## config.mk

```make
export PLATFORM = sky130hd
export DESIGN_NAME = next_mc_sequencer
export DESIGN_NICKNAME = d
export VERILOG_FILES = /design/src/rtl/next_mc_sequencer.sv
export SDC_FILE = /design/constraint.sdc
export NUM_CORES = 1
export LEC_CHECK = 0
export ABC_AREA = 1
export BUFFER_PORTS_ARGS = -buffer_cell sky130_fd_sc_hd__buf_4
export CELL_PAD_IN_SITES_DETAIL_PLACEMENT = 1
export CELL_PAD_IN_SITES_GLOBAL_PLACEMENT = 1
export CORE_MARGIN = 3
export CORE_UTILIZATION = 39
export CTS_BUF_LIST = sky130_fd_sc_hd__clkbuf_4 sky130_fd_sc_hd__clkbuf_8
export DETAILED_ROUTE_END_ITERATION = 8
export PLACE_DENSITY = 0.79
export SLEW_MARGIN = 15
export SYNTH_ARGS = -nofsm -noshare
export SYNTH_HDL_FRONTEND = slang
export SYNTH_SLANG_ARGS = --single-unit
```

## constraint.sdc

```tcl
create_clock -name clk -period 2.1 [get_ports clk]
set_clock_uncertainty 0.15 [all_clocks]
set_input_delay 0 -clock clk [delete_from_list [all_inputs] [get_ports clk]]
set_output_delay 0 -clock clk [all_outputs]
set_load 0.01 [all_outputs]
```

## src/rtl/next_mc_sequencer.sv

```systemverilog
// ============================================================================
// next_mc_sequencer : multicycle RV32I control FSM with req/ack memory,
//                     bus-timeout / illegal-opcode trap and retire counter
// Revision 1.0
// ============================================================================
`default_nettype none

module next_mc_sequencer #(
  parameter int MAX_WAIT = 200,
  parameter int WAIT_W   = 8,
  parameter int RETIRE_W = 32
) (
  input  logic                clk,
  input  logic                rst,
  input  logic [6:0]          opcode,
  input  logic [2:0]          funct3,
  input  logic [6:0]          funct7,
  input  logic                alu_zero,
  input  logic                mem_ack,
  output logic                mem_req,
  output logic                mem_we,
  output logic                addr_src,
  output logic                instr_flop_wen,
  output logic                pc_wen,
  output logic                reg_write,
  output logic [1:0]          alu_a_src,
  output logic [1:0]          alu_b_src,
  output logic [1:0]          result_src,
  output logic [2:0]          imm_sel,
  output logic [3:0]          alu_control,
  output logic                trap,
  output logic [1:0]          trap_cause,
  output logic [RETIRE_W-1:0] retired,
  output logic [3:0]          state
);

  typedef enum logic [4:0] {
    S_FETCH  = 5'd0,  S_DECODE = 5'd1,  S_MEMADR = 5'd2,  S_MEMRD  = 5'd3,
    S_MEMWB  = 5'd4,  S_MEMWR  = 5'd5,  S_EXEC_R = 5'd6,  S_EXEC_I = 5'd7,
    S_ALUWB  = 5'd8,  S_BRANCH = 5'd9,  S_JAL    = 5'd10, S_JALR   = 5'd11,
    S_JALR2  = 5'd12, S_LINK   = 5'd13, S_LUI    = 5'd14, S_AUIPC  = 5'd15,
    S_TRAP   = 5'd16
  } state_t;

  localparam logic [6:0] OP_LOAD  = 7'b0000011;
  localparam logic [6:0] OP_STORE = 7'b0100011;
  localparam logic [6:0] OP_R     = 7'b0110011;
  localparam logic [6:0] OP_I     = 7'b0010011;
  localparam logic [6:0] OP_JAL   = 7'b1101111;
  localparam logic [6:0] OP_JALR  = 7'b1100111;
  localparam logic [6:0] OP_BR    = 7'b1100011;
  localparam logic [6:0] OP_LUI   = 7'b0110111;
  localparam logic [6:0] OP_AUIPC = 7'b0010111;

  localparam logic [3:0] ALU_ADD = 4'd0, ALU_SUB = 4'd1, ALU_AND = 4'd2, ALU_OR   = 4'd3;
  localparam logic [3:0] ALU_XOR = 4'd4, ALU_SLL = 4'd5, ALU_SRL = 4'd6, ALU_SRA  = 4'd7;
  localparam logic [3:0] ALU_SLT = 4'd8, ALU_SLTU = 4'd9;

  localparam logic [1:0] A_PC = 2'b00, A_OLDPC = 2'b01, A_RD1 = 2'b10, A_ALUOUT = 2'b11;
  localparam logic [1:0] B_RD2 = 2'b00, B_IMM = 2'b01, B_FOUR = 2'b10, B_NOT1 = 2'b11;
  localparam logic [1:0] RES_ALUOUT = 2'b00, RES_LOAD = 2'b01, RES_ALU = 2'b10, RES_IMM = 2'b11;
  localparam logic [2:0] IMM_I = 3'd0, IMM_S = 3'd1, IMM_B = 3'd2, IMM_U = 3'd3, IMM_J = 3'd4;

  localparam bit             TIMEOUT_EN = (MAX_WAIT != 0);
  localparam logic [WAIT_W-1:0] LAST_WAIT = WAIT_W'((MAX_WAIT > 0) ? MAX_WAIT - 1 : 0);

  state_t                state_q, state_d;
  logic [WAIT_W-1:0]     wait_q, wait_d;
  logic [RETIRE_W-1:0]   retired_q, retired_d;
  logic [1:0]            cause_q, cause_d;
  logic [3:0]            arith_op, br_op;
  logic                  br_taken;
  logic                  unused_funct7;

  assign unused_funct7 = ^{funct7[6], funct7[4:0]};

  always_comb begin
    arith_op = ALU_ADD;
    case (funct3)
      3'b000:  arith_op = (state_q == S_EXEC_R && funct7[5]) ? ALU_SUB : ALU_ADD;
      3'b001:  arith_op = ALU_SLL;
      3'b010:  arith_op = ALU_SLT;
      3'b011:  arith_op = ALU_SLTU;
      3'b100:  arith_op = ALU_XOR;
      3'b101:  arith_op = funct7[5] ? ALU_SRA : ALU_SRL;
      3'b110:  arith_op = ALU_OR;
      default: arith_op = ALU_AND;
    endcase
  end

  // EQ/NE compare via SUB; signed/unsigned LT via SLT/SLTU. Taken polarity flips
  // for NE and the LT pair, which share funct3[0]^funct3[2] = 1.
  always_comb begin
    br_op = ALU_SUB;
    if (funct3[2]) br_op = funct3[1] ? ALU_SLTU : ALU_SLT;
    br_taken = alu_zero ^ (funct3[0] ^ funct3[2]);
  end

  always_comb begin
    state_d        = state_q;
    wait_d         = '0;
    cause_d        = cause_q;
    mem_req        = 1'b0;
    mem_we         = 1'b0;
    addr_src       = 1'b0;
    instr_flop_wen = 1'b0;
    pc_wen         = 1'b0;
    reg_write      = 1'b0;
    alu_a_src      = A_PC;
    alu_b_src      = B_RD2;
    result_src     = RES_ALUOUT;
    imm_sel        = IMM_I;
    alu_control    = ALU_ADD;

    case (state_q)
      S_FETCH: begin
        mem_req = 1'b1;
        if (mem_ack) begin
          instr_flop_wen = 1'b1;
          pc_wen         = 1'b1;
          alu_b_src      = B_FOUR;
          result_src     = RES_ALU;
          state_d        = S_DECODE;
        end
      end
      S_DECODE: begin
        alu_a_src = A_OLDPC;
        alu_b_src = B_IMM;
        imm_sel   = IMM_B;
        case (opcode)
          OP_LOAD, OP_STORE: state_d = S_MEMADR;
          OP_R:              state_d = S_EXEC_R;
          OP_I:              state_d = S_EXEC_I;
          OP_JAL:            state_d = S_JAL;
          OP_JALR:           state_d = S_JALR;
          OP_BR:             state_d = S_BRANCH;
          OP_LUI:            state_d = S_LUI;
          OP_AUIPC:          state_d = S_AUIPC;
          default: begin
            state_d = S_TRAP;
            cause_d = 2'd1;
          end
        endcase
      end
      S_EXEC_R, S_EXEC_I: begin
        alu_a_src   = A_RD1;
        alu_b_src   = (state_q == S_EXEC_R) ? B_RD2 : B_IMM;
        alu_control = arith_op;
        state_d     = S_ALUWB;
      end
      S_AUIPC: begin
        alu_a_src = A_OLDPC;
        alu_b_src = B_IMM;
        imm_sel   = IMM_U;
        state_d   = S_ALUWB;
      end
      S_ALUWB: begin
        reg_write = 1'b1;
        state_d   = S_FETCH;
      end
      S_LUI: begin
        imm_sel    = IMM_U;
        result_src = RES_IMM;
        reg_write  = 1'b1;
        state_d    = S_FETCH;
      end
      S_BRANCH: begin
        alu_a_src   = A_RD1;
        alu_control = br_op;
        pc_wen      = br_taken;
        state_d     = S_FETCH;
      end
      S_JAL: begin
        alu_a_src  = A_OLDPC;
        alu_b_src  = B_IMM;
        imm_sel    = IMM_J;
        result_src = RES_ALU;
        pc_wen     = 1'b1;
        state_d    = S_LINK;
      end
      S_JALR: begin
        alu_a_src = A_RD1;
        alu_b_src = B_IMM;
        state_d   = S_JALR2;
      end
      S_JALR2: begin
        alu_a_src   = A_ALUOUT;
        alu_b_src   = B_NOT1;
        alu_control = ALU_AND;
        result_src  = RES_ALU;
        pc_wen      = 1'b1;
        state_d     = S_LINK;
      end
      S_LINK: begin
        alu_a_src  = A_OLDPC;
        alu_b_src  = B_FOUR;
        result_src = RES_ALU;
        reg_write  = 1'b1;
        state_d    = S_FETCH;
      end
      S_MEMADR: begin
        alu_a_src = A_RD1;
        alu_b_src = B_IMM;
        imm_sel   = (opcode == OP_STORE) ? IMM_S : IMM_I;
        state_d   = (opcode == OP_STORE) ? S_MEMWR : S_MEMRD;
      end
      S_MEMRD: begin
        mem_req  = 1'b1;
        addr_src = 1'b1;
        if (mem_ack) state_d = S_MEMWB;
      end
      S_MEMWB: begin
        result_src = RES_LOAD;
        reg_write  = 1'b1;
        state_d    = S_FETCH;
      end
      S_MEMWR: begin
        mem_req  = 1'b1;
        mem_we   = 1'b1;
        addr_src = 1'b1;
        if (mem_ack) state_d = S_FETCH;
      end
      S_TRAP:  state_d = S_TRAP;
      default: state_d = S_FETCH;
    endcase

    // Every request-holding state shares the same wait/timeout bookkeeping.
    if (mem_req && !mem_ack) begin
      wait_d = wait_q + 1'b1;
      if (TIMEOUT_EN && wait_q == LAST_WAIT) begin
        state_d = S_TRAP;
        cause_d = 2'd2;
      end
    end

    // Reset silences the bus at once rather than waiting for the flop edge.
    if (rst) begin
      mem_req        = 1'b0;
      mem_we         = 1'b0;
      addr_src       = 1'b0;
      instr_flop_wen = 1'b0;
      pc_wen         = 1'b0;
      reg_write      = 1'b0;
      alu_a_src      = A_PC;
      alu_b_src      = B_RD2;
      result_src     = RES_ALUOUT;
      imm_sel        = IMM_I;
      alu_control    = ALU_ADD;
    end

    retired_d = retired_q;
    if (state_d == S_FETCH && state_q != S_FETCH) retired_d = retired_q + 1'b1;
  end

  always_ff @(posedge clk or posedge rst) begin
    if (rst) begin
      state_q   <= S_FETCH;
      wait_q    <= '0;
      retired_q <= '0;
      cause_q   <= 2'd0;
    end else begin
      state_q   <= state_d;
      wait_q    <= wait_d;
      retired_q <= retired_d;
      cause_q   <= cause_d;
    end
  end

  // TRAP has no 4-bit slot of its own; the debug port shows it as 4'hF with trap=1.
  assign state      = (state_q == S_TRAP) ? 4'hF : state_q[3:0];
  assign trap       = (state_q == S_TRAP);
  assign trap_cause = cause_q;
  assign retired    = retired_q;

endmodule

`default_nettype wire

```

==> summary.txt, run 1 <==
Final layout
  – Multi-input logic area: 2210 sq um
  – FILL cells: 1,077
  – FF/Latch Area: 1180 sq um
  – Final core utilization: 61.6%
  – # nets final: 681
  – Area Growth Syn to Fin: 49.2%
  – Layout cells sized above 1: around 33%
  – N_diodes: 0
  – Fin area: 5180 sq um

Placed design
  – Pre-CTS WS: -0.121 ns
  – Count of port buffers added during placement: 72
  – Placed instance area: 4570 sq um
  – GPL Wtd Cong: 0.900
  – DP Wirelength: 10,100 um

Die
  – Die H: 100 um
  – Die W: 100 um
  – # IOs: 79
  – CORE AREA: 8420 sq um
  – Initial core utilization: 41.3%
  – Die footprint: 10,100 sq um
  – Core Rows: 33

Timing
  – Post-route setup slack: -0.154 ns
  – Final Max Slew Viols: 0
  – Rel. slew slack: 68.7%
  – Fin. Hold Viols: 0
  – Final period utilization: 107%
  – FMAX: 0.444 GHz
  – Min Clock Period, post-route: 2.25 ns
  – Worst-margin pin slew: 0.466 ns
  – Setup violations, final: 33
  – RSZ-0062 raised after global routing: yes

Synthesis
  – Top cells by count, synth: nand2_1 (163), nor2_1 (62), inv_1 (52)
  – Synthesis-stage register bit count: between 40 and 50
  – Synth warn: 0
  – Top cells by area, synth: dfrtp_1 (34%), nand2_1 (18%), nor2_1 (6.7%)
  – Syn_area_per_cell: 6.76 sq um
  – Ys flop type: dfrtp_1
  – Net Count, Synth: between 500 and 600
  – Synth unique cells: 32
  – Count leader, synth: nand2_1
  – Cell Area, Synth: about 3500 sq um
  – Sequential fraction of the synthesis area: 33.8%
  – EDFF count, synth: 0
  – Synth top area share: between 30 and 40%
  – Area leader, netlist: dfrtp_1
  – FFs w/ async S/R, synth: 100%
  – Syn Inst Count: around 500

Detailed routing
  – Overall routed net length: 14,000 um
  – DR pass1 iterations: 4
  – DRC errors left: 0
  – WL per Instance: ~18 um
  – Vias: 4,095
  – Post-route ant nets: 0
  – 1st-iter DRT viols: 176
  – Vias per cell: around 5.4

Worst setup path
  – Crit path cell chain: nand2_2 -> nor2_4 -> nand2_4 -> buf_4 -> nor3_4 -> nor2_1 -> nand2_1 -> o21bai_4 -> buf_4 -> buf_6 -> nand4_1 -> nand2_1
  – Worst EP arrival: 2.30 ns
  – Reg2reg setup slack: -0.15 ns
  – CP Class: flop to flop
  – CP required: 2.15 ns
  – Maximum fanout along the worst path: 9
  – Crit end category: flop
  – R2R cell count: 12
  – Worst r2r dst: retired[18]
  – Crit path max-delay cell type: dfrtp_1
  – Max incr delay on CP: 0.45 ns
  – Startpoint Class: flop
  – Origin of the critical flop-to-flop path: state_q[1]

Clock network
  – CTS Buffer Depth: 2
  – Clk_lat worst skew: around 0.31 ns
  – H-tree Lvls: 2
  – CTS tree: done
  – Root buf cell: clkbuf_8
  – Num CTS Buffers: 5
  – CTS sink count: 47
  – CTS clock-pin slew for the worst setup and hold paths: around 0.1 ns

Power
  – Pwr Density: 953 nW/um^2
  – VDD IR max: 722 uV
  – Leakage: 2.73 nW

GRT
  – First-pass GRT wire length: 21,700 um
  – Largest net degree at the start of global routing: 25
  – GRT Total Usage: 27.0%
  – Initial antenna violation count: 0
  – Total global routing overflow: 0
  – Number of global-route vias before repair: 4,375

Run status
  – Violated checks: negative setup slack
  – Status: finished, violations left

Hold path
  – Hold WC Path Type: input port to async pin

Flow run
  – Max Cap Violations: 0
-- area by class of cell --
| type | count | area share (%) |
|---|---|---|
| clock buffer | 5 | 1.33 |
| clock inverter | 3 | 1.38 |
| inverter | 55 | 4.13 |
| multi-input combinational | 398 | 42.6 |
| sequential | 47 | 22.8 |
| tap | 105 | 2.53 |
| timing repair buffer | 151 | 25.3 |
-- registers in the layout (all words and copies together) (netlist names) --
| signal | flops |
|---|---|
| retired | 32 |
| wait_q | 8 |
| state_q | 5 |
| trap_cause | 2 |
-- through the flow --
stage,TNS (ns),cells,hold slack [ns],power [W]
after global routing,-5.47,764,0.0490,0.00518
after global placement,-1.62,733,-0.183,0.00339
after CTS,-0.0467,755,0.0356,0.00464
after detailed placement,-3.13,733,-0.183,0.00346
after floorplan,0,514,-0.0754,0.00226
final,-2.61,764,0.0459,0.00494
-- worst max path at each step --
stage / start / slack (ns) / cells past startpoint / end
floorplan: state_q[0] / 0.16 / 9 / retired[28]
finish: state_q[1] / -0.15 / 12 / retired[18]
global placement: state_q[3] / -0.07 / 10 / retired[28]
global route: state_q[1] / -0.23 / 12 / retired[18]
CTS: state_q[3] / -0.02 / 13 / retired[18]
detailed placement: state_q[0] / -0.12 / 12 / retired[31]
-- layout by cell type, fill, tap and decap left out, drive strengths merged --
master and n:
clkbuf 7, ha 2, inv 56, bufinv 2, a41oi 2, dfrtp 47
nor4 2, dlygate4sd3 2, xnor2 7, a31oi 4, buf 147, nand3 29
and3 1, o21ai 5, a2111oi 1, nand4 35, nor3 27, xor2 24
nand2 165, o31ai 1, a21oi 18, o21bai 1, nor3b 2, nand3b 1
o211ai 1, nor2 70
-- worst max-delay path: cells and delay by family, from the launching register on --
family	cells	cell delay, ns
AOI/OAI and AO/OA	1	0.09
buffers and inverters	3	0.46
DFF	1	0.45
and+or+nand+nor	8	0.99
-- power by group --
part	internal, W	total, W	leakage (nW)	switching, W
logic	0.00143	0.00303	2.02	0.00160
registers	0.000982	0.00108	0.637	0.0000980
clock network	0.000484	0.000835	0.0703	0.000351
total	0.00290	0.00494	2.73	0.00205
-- repair_timing --
item,4_1_cts,5_1_grt
buffers inserted,11,7
cloned,1,2
endpoints found under the hold margin,48,0
setup endpoints to repair,35,39
hold buffers,2,0
pin swaps,3,45
gates resized for setup,45,24
-- cells by family after synthesis --
family	share of synthesized area [%]
adders and majority gates	0.720
AOI/OAI and AO/OA	5.76
xor gates and xnor gates	7.81
buffers and inverters	8.43
DFF	33.8
and+or+nand+nor	43.4
-- routing by layer --
metal	vias up	routed length [um]	GRT usage [%]
met5	-	0	0
met4	0	246	7.25
met3	22	424	3.89
met2	89	7440	49.0
met1	2017	5860	33.1
li1	1967	-	-
Note: power is estimated with default switching activity, not from simulation.
==> inputs of run 2 (changes only) <==
--- a/config.mk
+++ b/config.mk
@@ -11,3 +11,3 @@
 export CELL_PAD_IN_SITES_GLOBAL_PLACEMENT = 1
-export CORE_MARGIN = 3
+export CORE_MARGIN = 2
 export CORE_UTILIZATION = 39
@@ -16,3 +16,2 @@
 export PLACE_DENSITY = 0.79
-export SLEW_MARGIN = 15
 export SYNTH_ARGS = -nofsm -noshare
==> constraint.sdc (replaced) <==
create_clock -name clk -period 2.1 [get_ports clk]
set_clock_uncertainty 0.15 [all_clocks]
set_input_delay 0.42 -clock clk [delete_from_list [all_inputs] [get_ports clk]]
set_output_delay 0.42 -clock clk [all_outputs]
set_load 0.01 [all_outputs]
==> summary.txt, run 2 (synthesized netlist as in run 1, its figures left out) <==
Clock network
  – H-tree Lvls: 2
  – CTS hold repair buffers: 0
  – CTS sink count: 47
  – Root buf cell: clkbuf_8
  – CTS tree: done
  – Num CTS Buffers: 5
  – CTS Buffer Depth: 2
  – CTS clock-pin slew for the worst setup and hold paths: 0.11 ns
  – Clk_lat worst skew: about 0.33 ns

Die
  – # IOs: around 80
  – Initial core utilization: 40.0%
  – Core Rows: 34
  – Die H: 98.4 um
  – Die W: 98.4 um
  – CORE AREA: 8680 sq um
  – Die footprint: just under 10,000 sq um

Final layout
  – Max reg flops: 32
  – Area Growth Syn to Fin: 65.9%
  – Fin area: ~5800 sq um
  – N_diodes: 0
  – Commonest cells after routing, fill and taps aside: buf_4 (123), nand2_1 (100), nor2_1 (47)
  – # nets final: 691
  – Most common cell after layout, fill and taps aside: buf_4
  – FILL cells: about 1.0k
  – Layout cells sized above 1: 46.5%

Worst setup path
  – CP required: between 1.5 and 2 ns
  – Worst Path Buf+Inv: 4
  – CP Class: flop to primary output
  – Most numerous cell on the critical path: buf_4
  – Top delay family on crit path: buffers and inverters
  – Startpoint Class: flop
  – Worst EP arrival: 1.95 ns
  – Crit path max-delay cell type: dfrtp_2
  – Crit end category: primary output
  – Maximum fanout along the worst path: 5
  – Crit path cell chain: buf_4 -> nor2_2 -> buf_4 -> nand2_4 -> inv_4 -> o21ai_0 -> a21oi_1 -> buf_4
  – Max incr delay on CP: 0.50 ns

Timing
  – Rel. slew slack: 57.8%
  – Final Max Slew Viols: 0
  – FMAX: 0.397 GHz
  – Post-route setup slack: -0.418 ns
  – Worst-margin pin slew: 0.633 ns
  – Fin. Hold Viols: 0
  – Final period utilization: 120%
  – Setup TNS: -15.44 ns
  – RSZ-0062 raised after global routing: yes
  – Setup violations, final: 57
  – Min Clock Period, post-route: 2.52 ns

Detailed routing
  – WL met3: about 960 um
  – Post-route ant nets: 0
  – Max Used Layer: met4
  – DR pass1 iterations: 4
  – Met1 wire length: approximately 7000 um
  – Overall routed net length: 18,800 um
  – DRC errors left: 0
  – WL per Instance: 24.2 um
  – 1st-iter DRT viols: 304
  – Met2 wire length: 9950 um
  – Vias: 4,611
  – Vias per cell: 5.93

Placed design
  – GPL Wtd Cong: 0.930
  – DP Wirelength: roughly 9500 um
  – Count of port buffers added during placement: between 70 and 80
  – Placed instance area: 4450 sq um
  – Pre-CTS WS: -0.138 ns

GRT
  – First-pass GRT wire length: 24,300 um
  – Total global routing overflow: 0
  – Number of global-route vias before repair: 4,589
  – Initial antenna violation count: 0
  – Largest net degree at the start of global routing: 48
  – GRT Total Usage: 31.8%

Run status
  – Status: finished, violations left
  – Violated checks: negative setup slack

Power
  – Pwr Density: 1040 nW/um^2
  – Leakage: roughly 2.9 nW
  – Design Power: ~0.0060 W
  – VDD IR max: 743 uV

Flow run
  – Max Cap Violations: 0

Hold path
  – Hold WC Path Type: input port to async pin
==> run 2: per-layer routing <==
layer | up-vias | track usage, %
met3 | 102 | 5.23
li1 | 1982 | -
met1 | 2299 | 36.1
met5 | - | 0
met4 | 0 | 12.1
met2 | 228 | 59.3
==> run 2: path summary, 6_finish.rpt <==
| check | start | to | slack (ns) | cells past startpoint |
|---|---|---|---|---|
| worst max-delay path | state_q[2] | alu_control[0] | -0.42 | 8 |
| worst min-delay path | rst | wait_q[4] | 0.27 | 3 |
| worst max register to register | state_q[3] | retired[2] | -0.34 | 14 |
| worst min register to register | wait_q[0] | wait_q[0] | 0.39 | 1 |
| max in group asynchronous | rst | state_q[3] | 1.05 | 3 |
| min in group clk | mem_ack | state_q[0] | 0.37 | 4 |
==> run 2: worst reg2reg max path: stages (launching register included) <==
cell and delay [ns]:
dfrtp_2 0.52, nand2_2 0.12, inv_2 0.07, nand3_4 0.13
buf_6 0.13, nand3_4 0.08, nor2_4 0.21, buf_12 0.14
nand3_4 0.09, nor2_8 0.15, nand3_4 0.11, buf_12 0.17
clkbuf_16 0.16, nand2_2 0.06, nand2_1 0.06
==> run 2: power breakdown <==
group          switching [W]  total [W]  internal, W
logic                0.00217    0.00404      0.00187
registers           0.000124    0.00111     0.000982
clock network       0.000382   0.000866     0.000484
total                0.00268    0.00602      0.00334
==> run 2: layout make-up <==
cell class	count	area [sq um]	share of cell area [%]
sequential	47	1180	20.5
multi-input combinational	398	2580	44.7
timing repair buffer	161	1500	26.0
tap	108	135	2.34
clock inverter	3	71.3	1.24
clock buffer	5	68.8	1.19
inverter	55	230	3.99
==> run 2: repair_timing <==
action	CTS	global route
setup buffers	26	16
endpoints found under the setup margin	56	57
gates cloned	5	1
hold endpoints to repair	0	0
gates resized for setup	106	109
pin swaps	25	41
==> run 2: stage by stage <==
stage / instances / utilization [%] / hold slack (ns)
CTS: 763 / 60.7 / 0.269
finish: 777 / 66.4 / 0.269
global placement: 727 / 51.2 / 0.298
floorplan: 514 / - / 0.283
global route: 777 / 66.4 / 0.350
detailed placement: 727 / 51.2 / 0.313
==> inputs of run 3 (changes only) <==
RECOVER_POWER = 100   (was unset)
==> summary.txt, run 3 (synthesized netlist as in run 1, its figures left out) <==
Clock network
  – Clk_lat worst skew: roughly 0.32 ns
  – CTS tree: done
  – CTS Buffer Depth: 2
  – Root buf cell: clkbuf_8
  – CTS hold repair buffers: 0
  – CTS sink count: 47
  – Num CTS Buffers: 5
  – CTS clock-pin slew for the worst setup and hold paths: 0.10 ns
  – H-tree Lvls: 2

Timing
  – RSZ-0062 raised after global routing: yes
  – Rel. slew slack: approximately 18%
  – Hold_ws: 0.378 ns
  – Post-route setup slack: -0.410 ns
  – Min Clock Period, post-route: between 2 and 3 ns
  – Final Max Slew Viols: 0
  – Worst-margin pin slew: 1.24 ns
  – Fin. Hold Viols: 0
  – Setup violations, final: 57
  – Setup TNS: -15.39 ns
  – FMAX: 0.398 GHz
  – Final period utilization: 120%

Final layout
  – Area Growth Syn to Fin: 62.0%
  – Max reg flops: 32
  – N_diodes: 0
  – Final cell count without fillers: between 700 and 800
  – Layout cells sized above 1: 41.4%
  – # nets final: 691
  – Commonest cells after routing, fill and taps aside: nand2_1 (100), buf_4 (87), nor2_1 (47)
  – Most common cell after layout, fill and taps aside: nand2_1

Placed design
  – DP Wirelength: 9490 um
  – DP Cell Count: 727
  – Count of port buffers added during placement: 72
  – GPL Wtd Cong: 0.930

GRT
  – Number of global-route vias before repair: between 4k and 5k
  – GRT Total Usage: about a third
  – Largest net degree at the start of global routing: 48
  – Total global routing overflow: 0
  – Initial antenna violation count: 0
  – First-pass GRT wire length: 24,300 um

Detailed routing
  – Overall routed net length: between 15,000 and 20,000 um
  – Vias per cell: 5.91
  – Vias: 4,594
  – WL per Instance: 24.0 um
  – DR pass1 iterations: 5
  – 1st-iter DRT viols: 258
  – DRC errors left: 0
  – Post-route ant nets: 0

Hold path
  – Hold WC Path Type: input port to flop

Worst setup path
  – CP Class: flop to primary output
  – Worst EP arrival: around 1.9 ns
  – CP required: around 1.5 ns
  – Maximum fanout along the worst path: 5
  – Startpoint Class: flop
  – Crit end category: primary output

Die
  – # IOs: 79
  – Die W: 98.4 um
  – CORE AREA: 8680 sq um
  – Die footprint: 9680 sq um
  – Die H: 98.4 um
  – Initial core utilization: 40.0%
  – Core Rows: 34

Run status
  – Violated checks: negative setup slack
  – Status: finished, violations left

Flow run
  – Max Cap Violations: 0

Power
  – Design Power: approximately 0.006 W
  – VDD IR max: 715 uV
  – Leakage: 2.77 nW
  – Pwr Density: 1060 nW/um^2
-- run 3: path summary, 6_finish.rpt --
path	end	from	slack, ns	cells past startpoint
setup / recovery	alu_control[0]	state_q[2]	-0.41	8
hold / removal	state_q[0]	mem_ack	0.38	4
setup reg to reg	retired[2]	state_q[3]	-0.34	14
hold reg to reg	wait_q[0]	wait_q[0]	0.39	1
max in group asynchronous	state_q[2]	rst	0.22	3
min in group asynchronous	wait_q[4]	rst	0.74	3
-- run 3: worst max-delay path, cell delays in order, from the launching register on --
cell,delay [ns]
dfrtp_2,0.49
buf_4,0.17
nor2_2,0.16
buf_4,0.18
nand2_4,0.06
inv_4,0.08
o21ai_0,0.12
a21oi_1,0.20
buf_4,0.15
-- run 3: metal layers --
metal | global-route usage (%) | share of wire, % | up-vias
met1 | 36.1 | 37 | 2283
met5 | 0 | 0 | -
met2 | 59.3 | 53 | 225
li1 | - | - | 1986
met3 | 5.23 | 4.9 | 100
met4 | 12.1 | 5.3 | 0
-- run 3: where the power goes --
group / switching [W] / leakage (nW) / internal, W
Sequential: 0.000122 / 0.635 / 0.000982
Combinational: 0.00216 / 2.06 / 0.00184
Clock: 0.000379 / 0.0703 / 0.000484
Total: 0.00266 / 2.77 / 0.00331
-- run 3: timing repair --
action,in CTS,in global routing
setup endpoints to repair,56,57
resized for setup,106,109
buffers inserted,26,16
cloned,5,1
pin swaps,25,41
-- run 3: through the flow --
step,setup WS [ns],utilization (%),instance area [sq um]
floorplan,0.0127,-,3490
global placement,-0.0752,51.2,4450
detailed placement,-0.138,51.2,4450
CTS,-0.201,60.7,5270
global route,-0.441,64.9,5630
finish,-0.410,64.9,5630
-- run 3: cell type report --
type                       instances  area [sq um]
clock buffer                       5          68.8
sequential                        47          1180
timing repair buffer             161          1370
clock inverter                     3          71.3
multi-input combinational        398          2580
inverter                          55           228
fill                            1056          3050
tap                              108           135
